<file path="src/rtl/lcd_frame_streamer_if.sv">
// lcd_frame_streamer_if: read port of the video store queue (first-word-fall-through)
//   q_empty : queue empty; q_data is valid only while this is low
//   q_data  : head entry, [16]=SOF tag, [15:0]=RGB565 pixel
//   q_rd_en : pop the head entry this cycle
// master = queue side, slave = consumer (lcd_frame_streamer)
interface lcd_frame_streamer_if;
    logic        q_empty;
    logic [16:0] q_data;
    logic        q_rd_en;
    modport master (output q_empty, output q_data, input q_rd_en);
    modport slave  (input q_empty, input q_data, output q_rd_en);
endinterface

</file>
<file path="src/rtl/lcd_frame_streamer.sv">
// lcd_frame_streamer: RGB LCD timing generator that streams one queue entry per active pixel,
// locking each output frame to an SOF-tagged entry and emitting FILL_COLOR while unsynced or starved.
//   clk, rst_n          : pixel clock, asynchronous active-low reset
//   q (slave)           : store queue read port (q_empty, q_data[16:0], q_rd_en)
//   lcd_de/hsync/vsync  : registered data enable and active-low syncs
//   lcd_r/g/b           : registered RGB565 pixel split 5/6/5
//   frame_start         : one-cycle pulse with the first pixel of a synced frame
//   underrun            : sticky, set when a streamed active pixel finds the queue empty
//   resync_cnt          : saturating count of lost-alignment events
module lcd_frame_streamer #(
    parameter int          H_ACTIVE   = 480,
    parameter int          H_FP       = 2,
    parameter int          H_SYNC     = 41,
    parameter int          H_BP       = 2,
    parameter int          V_ACTIVE   = 272,
    parameter int          V_FP       = 2,
    parameter int          V_SYNC     = 10,
    parameter int          V_BP       = 2,
    parameter logic [15:0] FILL_COLOR = 16'h0000
) (
    input  logic                clk,
    input  logic                rst_n,
    lcd_frame_streamer_if.slave q,
    output logic                lcd_de,
    output logic                lcd_hsync,
    output logic                lcd_vsync,
    output logic [4:0]          lcd_r,
    output logic [5:0]          lcd_g,
    output logic [4:0]          lcd_b,
    output logic                frame_start,
    output logic                underrun,
    output logic [7:0]          resync_cnt
);
    localparam int H_TOTAL = H_ACTIVE + H_FP + H_SYNC + H_BP;
    localparam int V_TOTAL = V_ACTIVE + V_FP + V_SYNC + V_BP;
    localparam int HW = $clog2(H_TOTAL);
    localparam int VW = $clog2(V_TOTAL);

    typedef enum logic {WAIT_SOF, STREAM} state_t;

    state_t        state_q, state_d;
    logic [HW-1:0] h_cnt_q, h_cnt_d;
    logic [VW-1:0] v_cnt_q, v_cnt_d;
    logic          de_q, de_d, hsync_q, hsync_d, vsync_q, vsync_d;
    logic [15:0]   rgb_q, rgb_d;
    logic          frame_start_q, frame_start_d, underrun_q, underrun_d;
    logic [7:0]    resync_cnt_q, resync_cnt_d;
    logic          active, origin, head_sof, pop, use_data, resync;

    always_comb begin
        active   = (h_cnt_q < HW'(H_ACTIVE)) && (v_cnt_q < VW'(V_ACTIVE));
        origin   = (h_cnt_q == '0) && (v_cnt_q == '0);
        head_sof = !q.q_empty && q.q_data[16];
        // STREAM pops data pixels off-origin and only the SOF at origin; WAIT_SOF drains
        // stale pixels anywhere and takes the SOF only at origin.
        pop = rst_n && !q.q_empty && ((state_q == STREAM) ? (active && (q.q_data[16] == origin))
                                                          : (!q.q_data[16] || origin));
        use_data = pop && ((state_q == STREAM) || q.q_data[16]);
        // Alignment is lost when the SOF and the frame origin do not coincide.
        resync   = (state_q == STREAM) && active && (origin != head_sof);
        state_d  = resync ? WAIT_SOF : (head_sof && origin) ? STREAM : state_q;
        h_cnt_d  = (h_cnt_q == HW'(H_TOTAL - 1)) ? '0 : h_cnt_q + 1'b1;
        v_cnt_d  = (h_cnt_q != HW'(H_TOTAL - 1)) ? v_cnt_q
                 : (v_cnt_q == VW'(V_TOTAL - 1)) ? '0 : v_cnt_q + 1'b1;
        de_d     = active;
        hsync_d  = !((h_cnt_q >= HW'(H_ACTIVE + H_FP)) && (h_cnt_q < HW'(H_ACTIVE + H_FP + H_SYNC)));
        vsync_d  = !((v_cnt_q >= VW'(V_ACTIVE + V_FP)) && (v_cnt_q < VW'(V_ACTIVE + V_FP + V_SYNC)));
        rgb_d    = !active ? 16'h0000 : use_data ? q.q_data[15:0] : FILL_COLOR;
        frame_start_d = head_sof && origin;
        underrun_d    = underrun_q || ((state_q == STREAM) && active && q.q_empty);
        resync_cnt_d  = resync_cnt_q + 8'(resync && (resync_cnt_q != 8'hFF));
    end

    assign q.q_rd_en   = pop;
    assign lcd_de      = de_q;
    assign lcd_hsync   = hsync_q;
    assign lcd_vsync   = vsync_q;
    assign lcd_r       = rgb_q[15:11];
    assign lcd_g       = rgb_q[10:5];
    assign lcd_b       = rgb_q[4:0];
    assign frame_start = frame_start_q;
    assign underrun    = underrun_q;
    assign resync_cnt  = resync_cnt_q;

    always_ff @(posedge clk or negedge rst_n) begin
        if (!rst_n) begin
            state_q       <= WAIT_SOF;
            h_cnt_q       <= '0;
            v_cnt_q       <= '0;
            de_q          <= 1'b0;
            hsync_q       <= 1'b1;
            vsync_q       <= 1'b1;
            rgb_q         <= 16'h0000;
            frame_start_q <= 1'b0;
            underrun_q    <= 1'b0;
            resync_cnt_q  <= 8'h00;
        end else begin
            state_q       <= state_d;
            h_cnt_q       <= h_cnt_d;
            v_cnt_q       <= v_cnt_d;
            de_q          <= de_d;
            hsync_q       <= hsync_d;
            vsync_q       <= vsync_d;
            rgb_q         <= rgb_d;
            frame_start_q <= frame_start_d;
            underrun_q    <= underrun_d;
            resync_cnt_q  <= resync_cnt_d;
        end
    end
endmodule
</file>
<file path="src/flat_wrapper.sv">
// flat-port wrapper written by rule: the top's interface ports become plain ports
module lcd_frame_streamer_flat 
#(
    parameter int          H_ACTIVE   = 480,
    parameter int          H_FP       = 2,
    parameter int          H_SYNC     = 41,
    parameter int          H_BP       = 2,
    parameter int          V_ACTIVE   = 272,
    parameter int          V_FP       = 2,
    parameter int          V_SYNC     = 10,
    parameter int          V_BP       = 2,
    parameter logic [15:0] FILL_COLOR = 16'h0000
)
  (clk, rst_n, lcd_de, lcd_hsync, lcd_vsync, lcd_r, lcd_g, lcd_b, frame_start, underrun, resync_cnt, q_q_empty, q_q_data, q_q_rd_en);
  lcd_frame_streamer_if q_i ();
  input  logic clk;
  input  logic rst_n;
  output logic lcd_de;
  output logic lcd_hsync;
  output logic lcd_vsync;
  output logic [4:0] lcd_r;
  output logic [5:0] lcd_g;
  output logic [4:0] lcd_b;
  output logic frame_start;
  output logic underrun;
  output logic [7:0] resync_cnt;
  input wire logic [$bits(q_i.q_empty)-1:0] q_q_empty;
  input wire logic [$bits(q_i.q_data)-1:0] q_q_data;
  output wire logic [$bits(q_i.q_rd_en)-1:0] q_q_rd_en;
  assign q_i.q_empty = q_q_empty;
  assign q_i.q_data = q_q_data;
  assign q_q_rd_en = q_i.q_rd_en;
  lcd_frame_streamer #(.H_ACTIVE(H_ACTIVE), .H_FP(H_FP), .H_SYNC(H_SYNC), .H_BP(H_BP), .V_ACTIVE(V_ACTIVE), .V_FP(V_FP), .V_SYNC(V_SYNC), .V_BP(V_BP), .FILL_COLOR(FILL_COLOR)) u_core (.clk(clk), .rst_n(rst_n), .q(q_i), .lcd_de(lcd_de), .lcd_hsync(lcd_hsync), .lcd_vsync(lcd_vsync), .lcd_r(lcd_r), .lcd_g(lcd_g), .lcd_b(lcd_b), .frame_start(frame_start), .underrun(underrun), .resync_cnt(resync_cnt));
endmodule
</file>
<file path="config.mk">
export PLATFORM = sky130hd
export DESIGN_NAME = lcd_frame_streamer_flat
export DESIGN_NICKNAME = d
export VERILOG_FILES = /design/src/rtl/lcd_frame_streamer_if.sv /design/src/rtl/lcd_frame_streamer.sv /design/src/flat_wrapper.sv
export SDC_FILE = /design/constraint.sdc
export NUM_CORES = 1
export LEC_CHECK = 0
export BUFFER_PORTS_ARGS = -buffer_cell sky130_fd_sc_hd__clkbuf_2
export CORE_MARGIN = 1
export CORE_UTILIZATION = 55
export CTS_CLUSTER_SIZE = 30
export DETAILED_ROUTE_END_ITERATION = 6
export PLACE_DENSITY = 0.81
export SETUP_SLACK_MARGIN = 0.02
export SYNTH_ARGS = -nofsm -noshare
export SYNTH_HDL_FRONTEND = slang
export SYNTH_SLANG_ARGS = --single-unit
export TNS_END_PERCENT = 1
</file>
<file path="constraint.sdc">
create_clock -name clk -period 4.4 [get_ports clk]
set_input_delay 0.22 -clock clk [delete_from_list [all_inputs] [get_ports clk]]
set_output_delay 0.22 -clock clk [all_outputs]
set_load 0.01 [all_outputs]
</file>
==> run metrics <==
status finished, final reports clean; Synth area leader dfrtp_1; Die Area 4220 sq um; P_leak 0.00128 uW; DRC violations left 0; post_cts resized 0; Syn Inst Count 190; Die Y-Extent 65.0 um; Flop pwr share 0.598; row cnt 22; Crit path largest cell delay 0.57 ns; maximum root-to-sink buffer count 2; Net Switching 191 uW; number of setup buffers added after CTS 0; commonest non-fill, non-tap cell in the layout clkbuf_2; crit path time final 2.87 ns; Area Overhead vs Synth 17.5%; crit path capture type flop; final net count 272; Starting Density 0.582; Mapped Nets 219; Worst path top cell family by delay simple AND/OR/NAND/NOR gates; worst setup margin 1.53 ns; initial DRC count 78; pwr dens 318 nW/um^2; Slew @ Worst Pin 0.659 ns; Main synth FF type dfrtp_1; dpl cell area 2470 sq um; Slew headroom 0.557; Max-Cap Viols 0; Final setup viols 0; initial antenna violation count 0; DR WL/cell 13.3 um; GR Util met3 0.0616; H-Tree Level Count 2; Port-buffer cells 49; final WL 3900 um; gr usage total 0.211; Synth Register Bits 49; kind of critical path flop to flop; Final ANT Viol Nets 0; Skew-Pair Late Insertion Delay 0.30 ns; syn avg cell area 11.5 sq um; core area 3740 sq um; register area share after synthesis 0.564; Filler cells 299; global-route wire length before repair 6620 um; layout cells sized above 1 0.328; Hold Crit Class primary input to async pin; synth unique cells 35; TritonRoute pass-1 iters 4; most frequent cells in the layout 49 x clkbuf_2, 47 x dfrtp_1, 14 x nand3_1; CTS tree yes; global route hottest layer met2; gpl congestion 0.863; finished layout cell area 2560 sq um; final slew viol count 0; max frequency 349 MHz; final hold violation count 0; CTS buffer count 5; switching part of the total power 0.234; EDFF count, synth 0; CP required 4.62 ns; Setup TNS 0 ns; Placement Setup Slack 1.53 ns; vias in the first global route 1477; grt total ovfl 0; largest net degree at the start of global routing 52; VDD IR max 0.220 mV; I/O pin cnt 50; Int Power 624 uW; Vias/cell 5.36; combinational share of power 0.076; via count 1566; met2 usage 0.341; critical path fanouts, max 5; die width 65.0 um; RSZ-0062 raised after global routing false; post-DP HPWL 2850 um; clk root buf clkbuf_8; synth warn 0; ranking of synthesized cells by area dfrtp_1 54%, ha_1 5.2%, and2_2 4.5%; CTS sink count 49; Crit-path slowest cell or4_4; met1 Use GR 0.264; crit path DAT 3.09 ns; post-synth top area share 0.540; Post-CTS Hold Buffers 0; antenna cells 0; critical path cell sequence or4_4 -> nor4_1 -> and3_1 -> and3_1 -> ha_1 -> and4_2 -> ha_1 -> ha_1 -> and3_1 -> nand3_1 -> xnor2_1; Buffers & Inverters on Critical Path 0; post-route clock period utilization 0.651; clock share of power 0.327; Post-synth ARST share 1.00; total power 815 uW; CP Launch Type flop; post-synthesis cell area 2180 sq um; clock-pin slew on the worst setup and hold paths 0.09 ns; Clock Skews 0.00760 ns
[state kept, by name (all words and copies together), names as in the netlist]
name                cells
u_core.v_cnt_q          9
u_core.resync_cnt       8
u_core.lcd_vsync        1
u_core.h_cnt_q         10
u_core.underrun         1
u_core.frame_start      1
u_core.state_q          1
u_core.lcd_hsync        1
u_core.rgb_q           16
u_core.lcd_de           1
[stage by stage]
step / cells / utilization / hold slack (ns)
after detailed placement: 284 / 0.659 / 0.360
after CTS: 292 / 0.684 / 0.0286
after floorplan: 190 / - / -0.0756
after global placement: 284 / 0.659 / 0.353
final: 292 / 0.684 / 0.0123
after global routing: 292 / 0.684 / 0.0709
[synthesized netlist by cell type (2+ instances only)]
master	number
and3_1	8
a31oi_1	3
and2_2	13
dfrtp_1	47
and4_2	2
xor2_1	7
a21oi_1	7
nor3b_1	3
and2_1	4
nor2b_1	2
inv_1	8
nand4_1	5
or3_1	2
ha_1	9
xnor2_1	9
nor3_1	3
nor2_1	8
nand2_1	8
nor4_1	4
dfstp_2	2
o21ai_0	9
nand3_1	14
[power by group through the flow]
stage / Sequential [uW] / Clock [uW] / Combinational (uW)
6_report: 487 / 266 / 61.5
5_1_grt: 490 / 295 / 69.2
4_1_cts: 487 / 276 / 63.2
3_5_place_dp: 496 / 0 / 62.9
3_3_place_gp: 495 / 0 / 61.1
2_1_floorplan: 500 / 0 / 18.1
[layout make-up]
class	instances	area, sq um	area share
clock inverters	1	7.51	0.00293
clock buffers	7	86.3	0.0337
well taps	48	60.1	0.0234
repair buffers	50	253	0.0987
multi-input cells	129	896	0.350
flip-flops and latches	49	1230	0.480
inverters	8	30.0	0.0117
[kinds of logic (layout without fill, tap and decap cells)]
group | after synthesis | in the layout | synth area share
xor gates and xnor gates | 16 | 16 | 0.0643
buffers and inverters | 12 | 66 | 0.0253
DFF | 49 | 49 | 0.564
and+or+nand+nor | 82 | 82 | 0.232
AOI/OAI and AO/OA | 22 | 22 | 0.0626
adders and majority gates | 9 | 9 | 0.0517
[metal layers]
metal,vias to the layer above,part of all wire
met4,0,0.017
li1,768,-
met5,-,0
met3,9,0.042
met1,758,0.44
met2,31,0.50
[path summary, 6_finish.rpt]
kind                                           start  slack, ns  cells after the start              endpoint
worst max register to register     u_core.v_cnt_q[7]       1.53                     11  u_core.resync_cnt[6]
worst max-delay path               u_core.v_cnt_q[7]       1.53                     11  u_core.resync_cnt[6]
worst min register to register  u_core.resync_cnt[6]       0.49                      1  u_core.resync_cnt[6]
worst min-delay path                           rst_n       0.01                      2       u_core.rgb_q[0]
max in group asynchronous                      rst_n       3.96                      2     u_core.h_cnt_q[0]
min in group clk                        q_q_data[10]       0.13                      2      u_core.rgb_q[10]
No activity file was read; power rests on OpenSTA's default activity.
